--- config.mk ---
export PLATFORM = sky130hd
export DESIGN_NAME = router_pkt_tx
export DESIGN_NICKNAME = d
export VERILOG_FILES = /design/src/rtl/router_pkg.sv /design/src/rtl/router_tx_buf.sv /design/src/rtl/router_pkt_tx.sv
export SDC_FILE = /design/constraint.sdc
export NUM_CORES = 1
export LEC_CHECK = 0
export ABC_AREA = 1
export ABC_CLOCK_PERIOD_IN_PS = 2800
export CAP_MARGIN = 5
export CORE_MARGIN = 8
export CORE_UTILIZATION = 55
export DETAILED_ROUTE_END_ITERATION = 10
export PLACE_DENSITY = 0.74
export SYNTH_ARGS = -nofsm -noshare
export SYNTH_HDL_FRONTEND = slang
export SYNTH_SLANG_ARGS = --single-unit
--- constraint.sdc ---
create_clock -name clock -period 2.8 [get_ports clock]
set_input_delay 0.56 -clock clock [delete_from_list [all_inputs] [get_ports clock]]
set_output_delay 0.56 -clock clock [all_outputs]
set_load 0.005 [all_outputs]
--- src/rtl/router_pkg.sv ---
// Shared encodings for the router packet transmitter: FSM states, header layout, invalid port.
package router_pkg;

    localparam logic [2:0] TX_IDLE    = 3'd0;
    localparam logic [2:0] TX_HEADER  = 3'd1;
    localparam logic [2:0] TX_PAYLOAD = 3'd2;
    localparam logic [2:0] TX_PARITY  = 3'd3;
    localparam logic [2:0] TX_GAP     = 3'd4;

    localparam int HDR_ADDR_LSB = 0;
    localparam int HDR_ADDR_W   = 2;
    localparam int HDR_LEN_LSB  = 2;
    localparam int HDR_LEN_W    = 6;

    localparam logic [1:0] INVALID_ADDR = 2'b11;

    function automatic logic [7:0] make_hdr(input logic [5:0] len, input logic [1:0] addr);
        logic [7:0] h;
        h = '0;
        h[HDR_LEN_LSB +: HDR_LEN_W]   = len;
        h[HDR_ADDR_LSB +: HDR_ADDR_W] = addr;
        return h;
    endfunction

endpackage

--- src/rtl/router_tx_buf.sv ---
// Payload staging buffer: MAX_LEN x 8 registers, wrapping write/read pointers, occupancy count.
// Zero-latency combinational read of the current and next read slot; flush wins over write/read.
module router_tx_buf #(
    parameter int MAX_LEN = 63
) (
    input  logic       clock,
    input  logic       reset,
    input  logic       wr_en,
    input  logic [7:0] wr_data,
    input  logic       rd_en,
    input  logic       flush,
    output logic [7:0] rd_data,
    output logic [7:0] rd_data_nxt,
    output logic [6:0] count
);

    localparam int PW = (MAX_LEN > 1) ? $clog2(MAX_LEN) : 1;

    logic [7:0]    mem_q [MAX_LEN];
    logic [PW-1:0] wr_ptr_q, wr_ptr_d;
    logic [PW-1:0] rd_ptr_q, rd_ptr_d;
    logic [PW-1:0] rd_ptr_inc;
    logic [6:0]    count_q, count_d;

    function automatic logic [PW-1:0] ptr_inc(input logic [PW-1:0] p);
        return (p == PW'(MAX_LEN - 1)) ? '0 : p + PW'(1);
    endfunction

    assign rd_ptr_inc  = ptr_inc(rd_ptr_q);
    assign rd_data     = mem_q[rd_ptr_q];
    assign rd_data_nxt = mem_q[rd_ptr_inc];
    assign count       = count_q;

    always_comb begin
        wr_ptr_d = wr_ptr_q;
        rd_ptr_d = rd_ptr_q;
        count_d  = count_q;
        if (flush) begin
            wr_ptr_d = '0;
            rd_ptr_d = '0;
            count_d  = '0;
        end else begin
            if (wr_en) wr_ptr_d = ptr_inc(wr_ptr_q);
            if (rd_en) rd_ptr_d = rd_ptr_inc;
            count_d = count_q + {6'd0, wr_en} - {6'd0, rd_en};
        end
    end

    always_ff @(posedge clock) begin
        if (reset) begin
            wr_ptr_q <= '0;
            rd_ptr_q <= '0;
            count_q  <= '0;
        end else begin
            wr_ptr_q <= wr_ptr_d;
            rd_ptr_q <= rd_ptr_d;
            count_q  <= count_d;
        end
    end

    // Storage is not reset: contents are only read below count.
    always_ff @(posedge clock) begin
        if (wr_en && !flush) mem_q[wr_ptr_q] <= wr_data;
    end

endmodule

--- src/rtl/router_pkt_tx.sv ---
// Router input-port packet source: header, staged payload, then XOR parity; registered outputs,
// held while busy=1. Optional ROUTER_TX_PARITY_INJECT_EN adds inj_err to corrupt the parity byte.
module router_pkt_tx
    import router_pkg::*;
#(
    parameter int MAX_LEN    = 63,
    parameter int GAP_CYCLES = 2
) (
    input  logic       clock,
    input  logic       reset,
    input  logic       ld_valid,
    input  logic [7:0] ld_data,
    output logic       ld_ready,
    input  logic       start,
    input  logic [1:0] dest_addr,
    input  logic [5:0] pl_len,
    output logic       start_ready,
    output logic       start_err,
    input  logic       abort,
    input  logic       busy,
`ifdef ROUTER_TX_PARITY_INJECT_EN
    input  logic       inj_err,
`endif
    output logic [7:0] data_out,
    output logic       pkt_valid,
    output logic       tx_done,
    output logic [6:0] buf_count
);

    logic [2:0] state_q, state_d;
    logic [5:0] len_q, len_d;
    logic [5:0] cnt_q, cnt_d;
    logic [3:0] gap_q, gap_d;
    logic [7:0] par_q, par_d;
    logic [7:0] data_q, data_d;
    logic       pv_q, pv_d;
    logic       done_q, done_d;
    logic       err_q, err_d;
    logic [7:0] inj_mask;

    logic       buf_wr, buf_rd, buf_flush;
    logic [7:0] rd_data, rd_data_nxt;
    logic       xfer, start_ok;
    logic [7:0] hdr;

`ifdef ROUTER_TX_PARITY_INJECT_EN
    logic inj_q, inj_d;
    assign inj_mask = {8{inj_q}};
`else
    assign inj_mask = 8'h00;
`endif

    assign xfer        = !busy;
    assign hdr         = make_hdr(pl_len, dest_addr);
    assign start_ok    = (pl_len != 6'd0) && (dest_addr != INVALID_ADDR) && ({1'b0, pl_len} == buf_count);
    assign ld_ready    = (state_q == TX_IDLE) && (buf_count < 7'(MAX_LEN)) && !start;
    assign buf_wr      = ld_valid && ld_ready;
    assign start_ready = (state_q == TX_IDLE);
    assign start_err   = err_q;
    assign data_out    = data_q;
    assign pkt_valid   = pv_q;
    assign tx_done     = done_q;

    router_tx_buf #(.MAX_LEN(MAX_LEN)) u_buf (
        .clock       (clock),
        .reset       (reset),
        .wr_en       (buf_wr),
        .wr_data     (ld_data),
        .rd_en       (buf_rd),
        .flush       (buf_flush),
        .rd_data     (rd_data),
        .rd_data_nxt (rd_data_nxt),
        .count       (buf_count)
    );

    // Next-cycle output values are computed here so data_out/pkt_valid come straight from flops.
    always_comb begin
        state_d   = state_q;
        len_d     = len_q;
        cnt_d     = cnt_q;
        gap_d     = gap_q;
        par_d     = par_q;
        data_d    = data_q;
        pv_d      = pv_q;
        done_d    = 1'b0;
        err_d     = 1'b0;
        buf_rd    = 1'b0;
        buf_flush = 1'b0;
`ifdef ROUTER_TX_PARITY_INJECT_EN
        inj_d     = inj_q;
`endif
        case (state_q)
            TX_IDLE: begin
                if (start) begin
                    if (start_ok) begin
                        state_d = TX_HEADER;
                        len_d   = pl_len;
                        cnt_d   = '0;
                        par_d   = hdr;
                        data_d  = hdr;
                        pv_d    = 1'b1;
`ifdef ROUTER_TX_PARITY_INJECT_EN
                        inj_d   = inj_err;
`endif
                    end else begin
                        err_d = 1'b1;
                    end
                end
            end
            TX_HEADER: begin
                if (xfer) begin
                    state_d = TX_PAYLOAD;
                    data_d  = rd_data;
                end
            end
            TX_PAYLOAD: begin
                if (xfer) begin
                    buf_rd = 1'b1;
                    par_d  = par_q ^ rd_data;
                    cnt_d  = cnt_q + 6'd1;
                    if (cnt_q == len_q - 6'd1) begin
                        state_d = TX_PARITY;
                        data_d  = par_q ^ rd_data ^ inj_mask;
                        pv_d    = 1'b0;
                    end else begin
                        data_d = rd_data_nxt;
                    end
                end
            end
            TX_PARITY: begin
                if (xfer) begin
                    state_d   = TX_GAP;
                    done_d    = 1'b1;
                    data_d    = '0;
                    gap_d     = '0;
                    buf_flush = 1'b1;
                end
            end
            TX_GAP: begin
                if (gap_q == 4'(GAP_CYCLES - 1)) state_d = TX_IDLE;
                else                             gap_d   = gap_q + 4'd1;
            end
            default: begin
                state_d = TX_IDLE;
                data_d  = '0;
                pv_d    = 1'b0;
            end
        endcase

        if (abort) begin
            state_d   = TX_IDLE;
            data_d    = '0;
            pv_d      = 1'b0;
            done_d    = 1'b0;
            err_d     = 1'b0;
            buf_rd    = 1'b0;
            buf_flush = 1'b1;
        end
    end

    always_ff @(posedge clock) begin
        if (reset) begin
            state_q <= TX_IDLE;
            len_q   <= '0;
            cnt_q   <= '0;
            gap_q   <= '0;
            par_q   <= '0;
            data_q  <= '0;
            pv_q    <= 1'b0;
            done_q  <= 1'b0;
            err_q   <= 1'b0;
        end else begin
            state_q <= state_d;
            len_q   <= len_d;
            cnt_q   <= cnt_d;
            gap_q   <= gap_d;
            par_q   <= par_d;
            data_q  <= data_d;
            pv_q    <= pv_d;
            done_q  <= done_d;
            err_q   <= err_d;
        end
    end

`ifdef ROUTER_TX_PARITY_INJECT_EN
    always_ff @(posedge clock) begin
        if (reset) inj_q <= 1'b0;
        else       inj_q <= inj_d;
    end
`endif

endmodule

==> results of run 1 <==
-- power by group through the flow --
stage	Combinational [mW]	Sequential [mW]	Clock (mW)
final	0.433	9.22	7.66
after global routing	0.461	9.21	8.02
after CTS	0.424	9.22	7.69
after detailed placement	0.421	9.40	0
after global placement	0.413	9.40	0
after floorplan	0.122	9.40	0
-- flip-flops by register name (all words and copies together), names as in the netlist, named ones only --
register and flops:
par_q 8, cnt_q 6, data_out 8, len_q 6
gap_q 4, start_err 1, u_buf.mem_q 504, state_q 3
pkt_valid 1, tx_done 1, u_buf.count 7, u_buf.wr_ptr_q 6
u_buf.rd_ptr_q 6
-- stage by stage --
step | worst slack (ns) | total power, mW | instances | utilization (%)
final | 0.0228 | 17.3 | 4304 | 64.2
after global placement | -0.206 | 9.81 | 4189 | 59.9
after detailed placement | -0.160 | 9.82 | 4189 | 59.9
after global routing | -0.0125 | 17.7 | 4303 | 64.2
after CTS | 0.000663 | 17.3 | 4297 | 63.5
after floorplan | 0.0126 | 9.52 | 3484 | -
-- layout make-up --
| class | instances | area, sq um | share of cell area (%) |
|---|---|---|---|
| tap | 688 | 861 | 2.55 |
| antenna | 1 | 2.50 | 0.00741 |
| inverter | 141 | 544 | 1.61 |
| clock buffer | 70 | 1520 | 4.49 |
| sequential | 567 | 16400 | 48.6 |
| multi-input combinational | 2552 | 11500 | 34.0 |
| clock inverter | 38 | 337 | 0.996 |
| timing repair buffer | 247 | 2620 | 7.75 |
-- cell families after synthesis --
| logic type | synth area share [%] |
|---|---|
| simple gates | 35.2 |
| flops | 55.9 |
| buf+inv | 5.56 |
| compound gates | 2.03 |
| fa+ha+maj | 0.836 |
| xor+xnor | 0.477 |
-- per-layer routing --
layer  up-vias  global-route usage [%]  wire, microns
li1      12000                       -              -
met1     12600                    41.3          36600
met2      2010                    48.9          44900
met3       338                    7.62          13000
met5         -                       0              0
met4         0                    16.3           5120
-- worst min path at each step --
stage	from	endpoint	slack, ns	depth (start not counted)
CTS	data_out[1]	data_out[1]	0.47	2
global route	ld_data[4]	u_buf.mem_q[56][4]	0.50	1
detailed placement	data_out[4]	data_out[4]	0.46	2
global placement	data_out[1]	data_out[1]	0.47	2
floorplan	len_q[1]	len_q[1]	0.45	2
finish	data_out[1]	data_out[1]	0.48	2
-- worst max-delay path, cell delays in order, from the launching register on --
cell and delay [ns]:
dfxtp_2 0.35, inv_4 0.08, buf_16 0.44, nand2_8 0.19, buf_12 0.21, buf_16 0.16
nand2_1 0.06, nand3_1 0.08, nand3_1 0.11, nand3_1 0.18, nand3_1 0.15, nand3_1 0.11
nand2_1 0.14, nand2_1 0.08, nand2_1 0.07, nand2_1 0.06, nand2_1 0.06, a21oi_1 0.06
-- cell usage after synthesis --
library cell / n
o22ai_1: 1
nand4_1: 8
o211ai_1: 2
xnor2_1: 6
dfxtp_1: 63
nor3_2: 1
nor3b_1: 1
o221ai_1: 1
nor3_1: 21
a211oi_1: 4
a21oi_1: 49
buf_4: 26
a21o_1: 1
nand3_1: 945
clkbuf_1: 60
ha_1: 18
o21bai_1: 1
nor2_1: 182
inv_2: 4
edfxtp_1: 504
fa_1: 1
nand2_2: 3
nor2_2: 5
a41oi_1: 1
nor2_4: 1
inv_1: 134
a31oi_1: 2
a32oi_1: 8
o21ai_0: 37
nor4_1: 2
nand2_1: 1237
buf_2: 112
buf_1: 23
nand3b_1: 1
xor2_1: 10
buf_6: 3
nand2_4: 2
or2_2: 1
clkinv_1: 3
-- cells in the final DEF, fill, tap and decap left out, types with 10 or more instances in the layout --
master and count:
a21oi_1 49, clkinv_2 14, inv_1 132, nand3_2 17, clkbuf_16 64, clkdlybuf4s50_1 33, o21ai_0 37, nor2_1 179
buf_12 36, buf_4 149, dfxtp_1 58, clkinv_1 16, clkbuf_1 11, edfxtp_1 504, xor2_1 10, nor3_1 20
ha_1 17, nand3_1 927, nand2_1 1236
-- repair_timing --
| item | in CTS | in global routing |
|---|---|---|
| setup endpoints to repair | 7 | 9 |
| cloned | 0 | 5 |
| pin swaps | 1 | 3 |
| gates resized for setup | 7 | 49 |
| buffers inserted | 0 | 1 |
==> impl_metrics.json, run 1 <==
{
  "gp_congestion": 1.01,
  "crit_type": "flip-flop to flip-flop",
  "tightestPinTransition_ns": 0.857,
  "tns_ns": 0,
  "syn2layout_area_growth_pct": 15.1,
  "clk_path_buf_depth": 3,
  "setup_viol": 0,
  "r2r_end": "data_out[0]",
  "globalRoute.totalOverflow": 0,
  "intPower_mw": 13.7,
  "wl_microns": 99600,
  "start_util_pct": 55.7,
  "core_area_sq_um": 52700,
  "synth.avg_cell_area_sq_um": 8.42,
  "seq_power_share_pct": 53.2,
  "outcome": "finished, final reports clean",
  "r2r_start": "u_buf.rd_ptr_q[0]",
  "p_switching_mw": 3.59,
  "fin_area_sq_um": 33800,
  "cts_tree": "built",
  "place_area_sq_um": 31500,
  "sw_frac_of_total_pct": 20.7,
  "slew_viol_final": 0,
  "cp-start-kind": "flip-flop",
  "ys_seq_elements": 567,
  "antenna_found_initial": 0,
  "via_count": 27000,
  "crit_required_ns": 3.31,
  "path_max_fanout": 110,
  "drive_gt1_share_pct": 9.60,
  "synth_cell_types": 39,
  "yosys-top-cells-area": "edfxtp_1, nand3_1, nand2_1",
  "grt_usage_pct": 31.7,
  "wl_per_cell_microns": 23.2,
  "grt_pass1_wl_microns": 149000,
  "rsz0062_at_grt": "yes",
  "holdWs_ns": 0.476,
  "relSlewSlack_pct": 42.9,
  "nets": 3608,
  "io_pins": 42,
  "powerDensity_nw_per_um2": 512,
  "fmaxAchievable_mhz": 360,
  "cp-startpoint": "u_buf.rd_ptr_q[0]",
  "grt_pass1_vias": 25700,
  "worst-r2r-setup-slack_ns": 0.02,
  "yosysTopAreaCell": "edfxtp_1",
  "clk_latency_ns": 0.63,
  "hpwl_microns": 64300,
  "grt_max_degree": 111,
  "drtPass1Iterations": 6,
  "endpoint_kind": "flip-flop",
  "yosysWarningCount": 0,
  "period_share_pct": 99.2,
  "rr_worst_depth": 17,
  "ys_seq_area_share_pct": 55.9,
  "portBuffers": 41,
  "cts.htree.levels": 2,
  "die_x_microns": 247,
  "max-cap-violations": 0,
  "drt-vias-per-instance": 6.27,
  "critPathArrivalTime_ns": 3.28,
  "worstHoldPathType": "flip-flop to flip-flop",
  "cts_root_buf": "clkbuf_16",
  "endpoint": "data_out[0]",
  "drtIter0Drc": 4508,
  "numCtsBuffers": 58,
  "leakagePower_nw": 13.2,
  "drc": 0,
  "fill_cells": 4210,
  "fin_crit_ns": 2.78,
  "dieArea_sq_um": 61000,
  "cts_num_sinks": 567,
  "clk_pin_slew_ns": 0.06,
  "netlist_area_sq_um": 29300,
  "synth_top_area_share_pct": 51.6,
  "rows": 84,
  "hold_viol": 0,
  "syn_nets": 3525,
  "irDropWorstVdd_v": 0.000565,
  "synth_cells": 3484,
  "cts_hold_buf": 0,
  "dieHeight_microns": 247,
  "comb_power_share_pct": 2.5,
  "finClkSkew_ns": 0.0186,
  "p_clk_share_pct": 44.3,
  "drt.antenna.violating_nets": 0
}
Power figures use the tool's default switching activity.
==> run 2: changes to the inputs <==
--- a/config.mk
+++ b/config.mk
@@ -11,6 +11,7 @@
 export CORE_MARGIN = 8
 export CORE_UTILIZATION = 55
 export DETAILED_ROUTE_END_ITERATION = 10
+export MAX_ROUTING_LAYER = met4
 export PLACE_DENSITY = 0.74
 export SYNTH_ARGS = -nofsm -noshare
 export SYNTH_HDL_FRONTEND = slang
==> run 2 against run 1 <==
  * Highest routed layer unchanged
  * Utilization grew 1.3 points
  * Combinational power up 2%
  * Sequential power about the same
  * Total power rose by 6.8%
  * Clock skew is 0.0053 ns higher
  * Largest power group unchanged
  * Final area increased by 2.0%
==> impl_metrics.json, run 2 (synthesis results as in run 1) <==
{
  "syn2layout_area_growth_pct": 17.4,
  "placed_cells": 4187,
  "dieHeight_microns": 247,
  "top_register": "u_buf.mem_q",
  "setup_viol": 0,
  "layout.cells.most_common_list": "nand2_1, nand3_1, edfxtp_1, nor2_1, buf_4",
  "worstHoldPathType": "input pin to flip-flop",
  "leakagePower_nw": 13.5,
  "finClkSkew_ns": 0.0239,
  "tightestPinTransition_ns": 0.851,
  "drtPass1Iterations": 8,
  "worst_path_max_delay_cell": "dfxtp_4",
  "die_x_microns": 247,
  "largest_reg_flops": 504,
  "path_buf_inv": 4,
  "layout_commonest_cell": "nand2_1",
  "drc": 0,
  "relSlewSlack_pct": 43.3,
  "clk_latency_ns": 0.65,
  "drt.antenna.violating_nets": 0,
  "cts_root_buf": "clkbuf_16",
  "wl_per_cell_microns": 24.1,
  "path_cells": "inv_4 -> ha_1 -> inv_1 -> nor2_4 -> nand2_8 -> nand2_8 -> clkinv_8 -> clkbuf_16 -> nand3_1 -> nand2_1 -> nand2_1 -> nand2_1 -> nand2_1 -> nand3_1 -> nand3_1 -> nand2_1 -> nand2_1 -> nand2_1 -> nand2_1 -> nand2_1 -> a21oi_1",
  "portBuffers": 41,
  "globalRoute.totalOverflow": 0,
  "final_cell_count_no_fill": 4324,
  "clk_path_buf_depth": 3,
  "outcome": "finished, final reports clean",
  "antenna_found_initial": 0,
  "cts.htree.levels": 2,
  "hpwl_microns": 62800,
  "clk_pin_slew_ns": 0.07,
  "crit_required_ns": 3.36,
  "cpMostUsedCell": "nand2_1",
  "tns_ns": 0,
  "crit_type": "flip-flop to flip-flop",
  "period_share_pct": 99.0,
  "via_count": 27500,
  "hold_viol": 0,
  "grt_usage_pct": 33.1,
  "path_max_fanout": 10,
  "rows": 84,
  "fin_util_pct": 65.4,
  "crit_path_max_incr_delay_ns": 0.37,
  "endpoint_kind": "flip-flop",
  "grt_max_degree": 105,
  "grt_pass1_wl_microns": 150000,
  "irDropWorstVdd_v": 0.000499,
  "fin_crit_ns": 2.77,
  "critPathArrivalTime_ns": 3.33,
  "crit_family": "simple AND/OR/NAND/NOR gates",
  "cp-start-kind": "flip-flop",
  "numCtsBuffers": 60,
  "io_pins": 42,
  "cts_num_sinks": 567,
  "gp_congestion": 1.02,
  "drtIter0Drc": 4331,
  "nets": 3626,
  "drive_gt1_share_pct": 10.6,
  "cts_tree": "built",
  "cts_hold_buf": 0,
  "powerDensity_nw_per_um2": 537,
  "rsz0062_at_grt": "yes",
  "fill_cells": 4093,
  "core_area_sq_um": 52700,
  "fin_area_sq_um": 34500,
  "drt-vias-per-instance": 6.37,
  "dieArea_sq_um": 61000,
  "wl_microns": 104000,
  "max-cap-violations": 0,
  "grt_pass1_vias": 25500,
  "fmaxAchievable_mhz": 361,
  "holdWs_ns": 0.400,
  "diodes": 0,
  "place_area_sq_um": 31500,
  "start_util_pct": 55.7,
  "slew_viol_final": 0
}
## run 2: cell types whose count changed in the layout (fill, tap and decap cells not counted), sizes merged
cell      before   now
clkinvlp       3     1
nand2       1242  1243
buf          209   216
bufinv         6    14
inv          139   140
diode          1     0
clkinv        31    28
clkbuf        75    84
## run 2: final cells by class
type,count,area [sq um],area share [%]
clock buffers,71,1620,4.69
well taps,688,861,2.50
flip-flops and latches,567,16400,47.6
repair buffers,262,2890,8.39
inverters,141,554,1.61
clock inverters,42,566,1.64
multi-input cells,2553,11600,33.6
## run 2: worst paths after layout
check                                  startpoint            endpoint  slack, ns  depth (start not counted)
worst max-delay path            u_buf.rd_ptr_q[0]         data_out[3]       0.03                         21
worst min-delay path                   ld_data[6]  u_buf.mem_q[47][6]       0.40                          1
worst max register to register  u_buf.rd_ptr_q[0]         data_out[3]       0.03                         21
worst min register to register        data_out[0]         data_out[0]       0.48                          2
## run 2: repair_timing
item | CTS | global route
setup endpoints to repair | 9 | 11
gates resized for setup | 8 | 67
cloned | 1 | 16
pin swaps | 1 | 7
buffers inserted | 2 | 5
## run 2: metal layers
metal / part of all wire [%] / track usage [%]
met5: 0 / -
met4: 7.0 / 17.9
met3: 14 / 8.91
met2: 44 / 49.3
met1: 35 / 41.0
## run 2: per-stage QoR
stage,total power [mW],setup WS (ns)
final,18.5,0.0269
after floorplan,9.52,0.0126
after global routing,18.8,-0.0370
after global placement,9.80,-0.226
after CTS,18.5,0.0221
after detailed placement,9.81,-0.204
## run 2: power breakdown
part | total, mW | leakage [nW] | internal, mW | switching (mW)
clock network | 8.83 | 1.07 | 5.39 | 3.44
logic | 0.442 | 7.43 | 0.132 | 0.310
registers | 9.22 | 5.04 | 9.20 | 0.0110
total | 18.5 | 13.5 | 14.7 | 3.76
